<file path="src/rtl/uart_pkg.sv">
// Shared types and widths for the UART transmit path.
//   tx_sched_state_t : scheduler states (IDLE, LAUNCH, WAIT, GAP)
//   UART_DATA_W      : width of one UART data byte
package uart_pkg;

    localparam int unsigned UART_DATA_W = 8;

    typedef enum logic [1:0] {
        IDLE   = 2'd0,
        LAUNCH = 2'd1,
        WAIT   = 2'd2,
        GAP    = 2'd3
    } tx_sched_state_t;

endpackage

</file>
<file path="src/rtl/rr_arbiter.sv">
// Combinational round-robin arbiter with an optional lock to one requester.
// Ports:
//   req         : request vector
//   ptr         : index where the search starts (wraps at NUM_REQ)
//   lock        : when set, only lock_id may win
//   lock_id     : locked requester
//   grant_valid : some requester won
//   grant_idx   : index of the winner
module rr_arbiter #(
    parameter int unsigned NUM_REQ = 4,
    parameter int unsigned ID_W    = $clog2(NUM_REQ)
) (
    input  logic [NUM_REQ-1:0] req,
    input  logic [ID_W-1:0]    ptr,
    input  logic               lock,
    input  logic [ID_W-1:0]    lock_id,
    output logic               grant_valid,
    output logic [ID_W-1:0]    grant_idx
);

    localparam int unsigned DW = 2 * NUM_REQ;

    logic [NUM_REQ-1:0] w_req_elig;
    logic [DW-1:0]      w_dbl;
    logic [DW-1:0]      w_masked;

    // Upper copy of the request vector provides the wrap-around; masking the
    // bits below ptr makes the lowest surviving bit the round-robin winner.
    always_comb begin
        w_req_elig  = lock ? (req & (NUM_REQ'(1) << lock_id)) : req;
        w_dbl       = {w_req_elig, w_req_elig};
        w_masked    = w_dbl & ({DW{1'b1}} << ptr);
        grant_valid = 1'b0;
        grant_idx   = '0;
        for (int i = DW - 1; i >= 0; i--) begin
            if (w_masked[i]) begin
                grant_valid = 1'b1;
                grant_idx   = ID_W'(i % NUM_REQ);
            end
        end
    end

endmodule

</file>
<file path="src/rtl/uart_tx_sched.sv">
// Round-robin scheduler sharing one UART transmitter among NUM_REQ producers.
// Ports:
//   clk, rst_n   : clock, asynchronous active-low reset
//   req_valid    : per-requester byte available
//   req_data     : requester i byte at [8i+7:8i]
//   req_last     : byte ends requester i's packet
//   req_ready    : one-hot accept pulse (LAUNCH cycle)
//   uart_dintx   : byte to transmitter, held until donetx
//   uart_send    : one-cycle start pulse to transmitter
//   uart_donetx  : frame complete from transmitter
//   busy         : scheduler not idle
//   grant_id     : current or most recent grantee
//   timeout_err  : one-cycle pulse when the donetx wait expires
module uart_tx_sched
    import uart_pkg::*;
#(
    parameter int unsigned NUM_REQ        = 4,
    parameter int unsigned GAP_CYCLES     = 0,
    parameter int unsigned TIMEOUT_CYCLES = 2048
) (
    input  logic                           clk,
    input  logic                           rst_n,
    input  logic [NUM_REQ-1:0]             req_valid,
    input  logic [UART_DATA_W*NUM_REQ-1:0] req_data,
    input  logic [NUM_REQ-1:0]             req_last,
    output logic [NUM_REQ-1:0]             req_ready,
    output logic [UART_DATA_W-1:0]         uart_dintx,
    output logic                           uart_send,
    input  logic                           uart_donetx,
    output logic                           busy,
    output logic [$clog2(NUM_REQ)-1:0]     grant_id,
    output logic                           timeout_err
);

    localparam int unsigned ID_W     = $clog2(NUM_REQ);
    localparam int unsigned TO_W     = $clog2(TIMEOUT_CYCLES + 1);
    localparam int unsigned GAP_W    = (GAP_CYCLES > 1) ? $clog2(GAP_CYCLES) : 1;
    localparam int unsigned GAP_LAST = (GAP_CYCLES > 0) ? GAP_CYCLES - 1 : 0;

    tx_sched_state_t         r_state, w_state_nxt;
    logic [ID_W-1:0]         r_ptr, w_ptr_nxt;
    logic                    r_lock, w_lock_nxt;
    logic [ID_W-1:0]         r_lock_id, w_lock_id_nxt;
    logic                    r_last, w_last_nxt;
    logic [TO_W-1:0]         r_to_cnt, w_to_cnt_nxt;
    logic [GAP_W-1:0]        r_gap_cnt, w_gap_cnt_nxt;
    logic [UART_DATA_W-1:0]  r_dintx, w_dintx_nxt;
    logic                    r_send, w_send_nxt;
    logic [NUM_REQ-1:0]      r_ready, w_ready_nxt;
    logic                    r_busy, w_busy_nxt;
    logic [ID_W-1:0]         r_grant_id, w_grant_id_nxt;
    logic                    r_timeout_err, w_timeout_err_nxt;

    logic                    w_grant_valid;
    logic [ID_W-1:0]         w_grant_idx;

    rr_arbiter #(
        .NUM_REQ (NUM_REQ),
        .ID_W    (ID_W)
    ) u_arb (
        .req         (req_valid),
        .ptr         (r_ptr),
        .lock        (r_lock),
        .lock_id     (r_lock_id),
        .grant_valid (w_grant_valid),
        .grant_idx   (w_grant_idx)
    );

    // State, counters, capture and output registers
    always_ff @(posedge clk or negedge rst_n) begin
        if (!rst_n) begin
            r_state       <= IDLE;
            r_ptr         <= '0;
            r_lock        <= 1'b0;
            r_lock_id     <= '0;
            r_last        <= 1'b0;
            r_to_cnt      <= '0;
            r_gap_cnt     <= '0;
            r_dintx       <= '0;
            r_send        <= 1'b0;
            r_ready       <= '0;
            r_busy        <= 1'b0;
            r_grant_id    <= '0;
            r_timeout_err <= 1'b0;
        end else begin
            r_state       <= w_state_nxt;
            r_ptr         <= w_ptr_nxt;
            r_lock        <= w_lock_nxt;
            r_lock_id     <= w_lock_id_nxt;
            r_last        <= w_last_nxt;
            r_to_cnt      <= w_to_cnt_nxt;
            r_gap_cnt     <= w_gap_cnt_nxt;
            r_dintx       <= w_dintx_nxt;
            r_send        <= w_send_nxt;
            r_ready       <= w_ready_nxt;
            r_busy        <= w_busy_nxt;
            r_grant_id    <= w_grant_id_nxt;
            r_timeout_err <= w_timeout_err_nxt;
        end
    end

    // Next-state and next-output logic
    always_comb begin
        w_state_nxt       = r_state;
        w_ptr_nxt         = r_ptr;
        w_lock_nxt        = r_lock;
        w_lock_id_nxt     = r_lock_id;
        w_last_nxt        = r_last;
        w_to_cnt_nxt      = r_to_cnt;
        w_gap_cnt_nxt     = r_gap_cnt;
        w_dintx_nxt       = r_dintx;
        w_send_nxt        = 1'b0;
        w_ready_nxt       = '0;
        w_grant_id_nxt    = r_grant_id;
        w_timeout_err_nxt = 1'b0;

        case (r_state)
            IDLE: begin
                if (w_grant_valid) begin
                    w_state_nxt    = LAUNCH;
                    w_dintx_nxt    = req_data[UART_DATA_W*w_grant_idx +: UART_DATA_W];
                    w_last_nxt     = req_last[w_grant_idx];
                    w_grant_id_nxt = w_grant_idx;
                    w_send_nxt     = 1'b1;
                    w_ready_nxt    = NUM_REQ'(1) << w_grant_idx;
                end
            end
            // Byte is accepted here; donetx in this cycle belongs to the
            // previous frame and is deliberately not looked at.
            LAUNCH: begin
                w_state_nxt  = WAIT;
                w_to_cnt_nxt = '0;
                if (r_last) begin
                    w_lock_nxt = 1'b0;
                    w_ptr_nxt  = (r_grant_id == ID_W'(NUM_REQ - 1)) ? '0
                                                                    : r_grant_id + ID_W'(1);
                end else begin
                    w_lock_nxt    = 1'b1;
                    w_lock_id_nxt = r_grant_id;
                end
            end
            // donetx has priority over an expiring timeout in the same cycle.
            // The counter only increments below TIMEOUT_CYCLES, so it saturates.
            WAIT: begin
                if (uart_donetx) begin
                    if (GAP_CYCLES > 0) begin
                        w_state_nxt   = GAP;
                        w_gap_cnt_nxt = '0;
                    end else begin
                        w_state_nxt = IDLE;
                    end
                end else if (r_to_cnt == TO_W'(TIMEOUT_CYCLES)) begin
                    w_state_nxt       = IDLE;
                    w_timeout_err_nxt = 1'b1;
                    w_lock_nxt        = 1'b0;
                end else begin
                    w_to_cnt_nxt = r_to_cnt + TO_W'(1);
                end
            end
            GAP: begin
                if (r_gap_cnt == GAP_W'(GAP_LAST)) begin
                    w_state_nxt = IDLE;
                end else begin
                    w_gap_cnt_nxt = r_gap_cnt + GAP_W'(1);
                end
            end
            default: begin
                w_state_nxt = IDLE;
            end
        endcase

        w_busy_nxt = (w_state_nxt != IDLE);
    end

    assign req_ready   = r_ready;
    assign uart_dintx  = r_dintx;
    assign uart_send   = r_send;
    assign busy        = r_busy;
    assign grant_id    = r_grant_id;
    assign timeout_err = r_timeout_err;

endmodule

</file>
<file path="config.mk">
export PLATFORM = sky130hd
export DESIGN_NAME = uart_tx_sched
export DESIGN_NICKNAME = d
export VERILOG_FILES = /design/src/rtl/uart_pkg.sv /design/src/rtl/rr_arbiter.sv /design/src/rtl/uart_tx_sched.sv
export SDC_FILE = /design/constraint.sdc
export NUM_CORES = 1
export LEC_CHECK = 0
export BUFFER_PORTS_ARGS = -buffer_cell sky130_fd_sc_hd__buf_4
export CAP_MARGIN = 20
export CORE_UTILIZATION = 42
export DETAILED_ROUTE_END_ITERATION = 8
export GPL_ROUTABILITY_DRIVEN = 1
export GPL_TIMING_DRIVEN = 0
export HOLD_SLACK_MARGIN = 0.15
export PLACE_DENSITY = 0.67
export SYNTH_ARGS = -nofsm -noshare
export SYNTH_HDL_FRONTEND = slang
export SYNTH_SLANG_ARGS = --single-unit
export TNS_END_PERCENT = 1
</file>
<file path="constraint.sdc">
create_clock -name clk -period 3.5 [get_ports clk]
set_clock_uncertainty 0.05 [all_clocks]
set_input_delay 0.35 -clock clk [delete_from_list [all_inputs] [get_ports clk]]
set_output_delay 0.35 -clock clk [all_outputs]
set_load 0.01 [all_outputs]
</file>
==> metrics <==
result of the run=completed; mux cell area share after synthesis=8.46%; Final Power=2040 uW; main combinational cell family by area after synthesis=simple AND/OR/NAND/NOR gates; CTS root buf=clkbuf_8; Syn Area/Cell=9.86 um2; Global Route Usage Sum=19.3%; slowest CP cell=dfrtp_1; critical path arrival=2.36 ns; ratio of cells with drive above 1 in the final layout=31.4%; worst r2r src=r_lock_id[0]; DRC viols=0; I/O Pins=60; Worst R2R Path Depth=8; die area=5220 um2; Detail Placement HPWL=3480 um; Core Area=4720 um2; max-slew violation count=0; Synth Cell Area=2070 um2; Nets=323; DIE WIDTH=72.2 um; number of synthesized flops with an enable pin=0; Post-Synth XOR/XNOR Area=3.38%; fraction of registers with async set/reset=100%; register area=926 um2; worst slew pin tran=0.817 ns; worst-path cell chain=buf_4, o21ai_0, a2bb2oi_1, o21ai_1, inv_1, buf_2, o21ai_0, o211ai_1; CP Data Required Time=3.58 ns; WHS=0.256 ns; dominant cell type by area after synthesis=dfrtp_1; via density per instance=5.10; largest net degree at the start of global routing=38; main area contributors after synthesis=dfrtp_1 (45%), mux2i_1 (6.3%), nor2_1 (3.6%); CP Class=flop to flop; fin crit share=65.1%; RSZ-0062 raised after global routing=false; fmax=439 MHz; Final Critical Period=2.28 ns; relative slew slack=45.0%; CTS max path bufs=2; top_reg_cell synth=dfrtp_1; post-synth top area share=44.7%; drt initial violations=56; PortBufs=59; area grow syn2layout=30.1%; first-pass GRT wire length=7710 um; fillers=443; capture point of the worst reg-to-reg path=uart_dintx[5]; Pre-antenna DRT Iters=4; # clock sinks=37; Row Count=25; worst skew pair latency=0.29 ns; path type of the worst min-delay path=primary input to flop; total gr overflow=0; CP Max Fanout=10; die height=72.2 um; sequential area share after synthesis=44.7%; DR vias=1756; Antenna Nets Post-Route=0; CTS tree=done; CP most frequent cell=o21ai_0; DR WL/cell=13.5 um; P_leak=0.00125 uW; Distinct cells, synth=50; Synth Area in Simple Gates=19.4%; setup TNS=0 ns; H-tree level count=2; Syn. warnings=0; synthesized flop and latch total=37; crit end category=flop; initial core utilization=43.8%; Final Hold Fails=0; PD cells=759 nW/um2; hold-critical path endpoint=uart_dintx[4]; GPL Wtd Cong=0.801; Final setup viols=0; vias in the first global route=1694; Worst-path clk slew=0.07 ns; max incr delay on CP=0.36 ns; r2r setup slk=1.22 ns; ANT cells=0; clock buffer count from CTS=5; hold depth=3; Synth Area in Compound Gates=17.9%; Synth Instances=210; initial antenna violation count=0; CP startpoint kind=flop; Synth Net Count=256; post-layout util=57.0%; Synth Area in Adders=1.81%; Final Routed Wirelength=4630 um; worst vdd ir=0.000377 V; multi-input logic area=1050 um2; hold wc startpoint=req_data[28]; Max-Cap Viols=0
==> power by group <==
| group | switching, uW | internal, uW |
|---|---|---|
| sequential | 91.1 | 568 |
| clock | 139 | 156 |
| combinational | 605 | 485 |
| total | 835 | 1210 |
==> flip-flops by register name, indices dropped and copies added, names as in the netlist <==
register	count
busy	1
grant_id	2
r_last	1
r_lock	1
r_lock_id	2
r_ptr	2
r_state	2
r_to_cnt	12
req_ready	4
timeout_err	1
uart_dintx	8
uart_send	1
==> worst max-delay path by stage <==
stage | from | endpoint | slack (ns) | cells past startpoint
after floorplan | r_lock_id[1] | r_last | 1.58 | 8
after global placement | r_lock_id[0] | uart_dintx[5] | 1.29 | 8
after detailed placement | r_lock_id[0] | uart_dintx[0] | 1.26 | 8
after CTS | r_lock_id[0] | uart_dintx[5] | 1.22 | 8
after global routing | r_lock_id[0] | uart_dintx[5] | 1.05 | 8
final | r_lock_id[0] | uart_dintx[5] | 1.22 | 8
==> area by class of cell <==
class	instances	area share (%)
Tap cell	67	3.11
Sequential cell	37	34.4
Inverter	9	1.25
Timing Repair Buffer	60	16.8
Multi-Input combinational cell	155	39.2
Buffer	9	2.09
Clock buffer	7	3.20
==> cells by family (layout without fill, tap and decap cells) <==
group	count (synthesis)	after routing
adder cells (fa/ha/maj)	3	3
AO/OA/AOI/OAI	47	47
buffers and inverters	18	85
XOR/XNOR	8	8
AND/OR/NAND/NOR	80	80
flip-flops	37	37
multiplexers	17	17
==> through the flow <==
stage                     cell area, um2  std cells  worst slack [ns]
after floorplan                     2070        210              1.58
after global placement              2600        336              1.29
after detailed placement            2600        336              1.26
after CTS                           2690        344              1.22
after global routing                2690        344              1.05
final                               2690        344              1.22
==> cells in the final DEF, fill, tap and decap left out, types with 4 or more instances in the layout <==
cell / netlist / routed
a31oi_1: 6 / 6
and2_1: 6 / 6
buf_4: 1 / 60
clkbuf_1: 3 / 4
clkbuf_8: 0 / 6
dfrtp_1: 37 / 37
inv_1: 9 / 9
mux2_2: 4 / 4
mux2i_1: 13 / 13
nand2_1: 19 / 19
nand2b_1: 6 / 6
nand3_1: 13 / 13
nor2_1: 20 / 20
o211ai_1: 6 / 6
o21ai_0: 9 / 9
xor2_1: 5 / 5
==> per-layer routing <==
metal  wire [um]  up-vias  share of wire, %  track usage (%)
met5           0        -                 0                0
met3         167       10               3.6             4.03
li1            -      879                 -                -
met1        2250      826                49             27.1
met2        2130       41                46             29.2
met4          90        0               1.9             7.84
==> repair_timing <==
item	in CTS	in global routing
hold buffers	1	0
resized for setup	0	0
hold endpoints to repair	37	0
buffers inserted	0	0
==> Yosys cell counts (2+ instances only) <==
cell type  count
ha_1           3
and3_1         3
o221ai_1       2
xor2_1         5
o211ai_1       6
and2_1         6
a21oi_1        3
dfrtp_1       37
o2bb2ai_1      2
a31oi_1        6
o21ai_0        9
nor2_1        20
a21boi_0       2
nand3_1       13
nand2_1       19
nand2b_1       6
mux2_2         4
nor2b_1        2
xnor2_1        3
clkbuf_1       3
inv_1          9
buf_6          2
buf_2          2
a21o_1         2
o22ai_1        2
mux2i_1       13
nand4_1        3
==> critical path, delay by kind of cell (launching register included) <==
kind / cells / cell delay, ns
AO/OA/AOI/OAI: 5 / 1.24
buffers and inverters: 3 / 0.46
flip-flops: 1 / 0.36
Note: power is estimated with default switching activity, not from simulation.
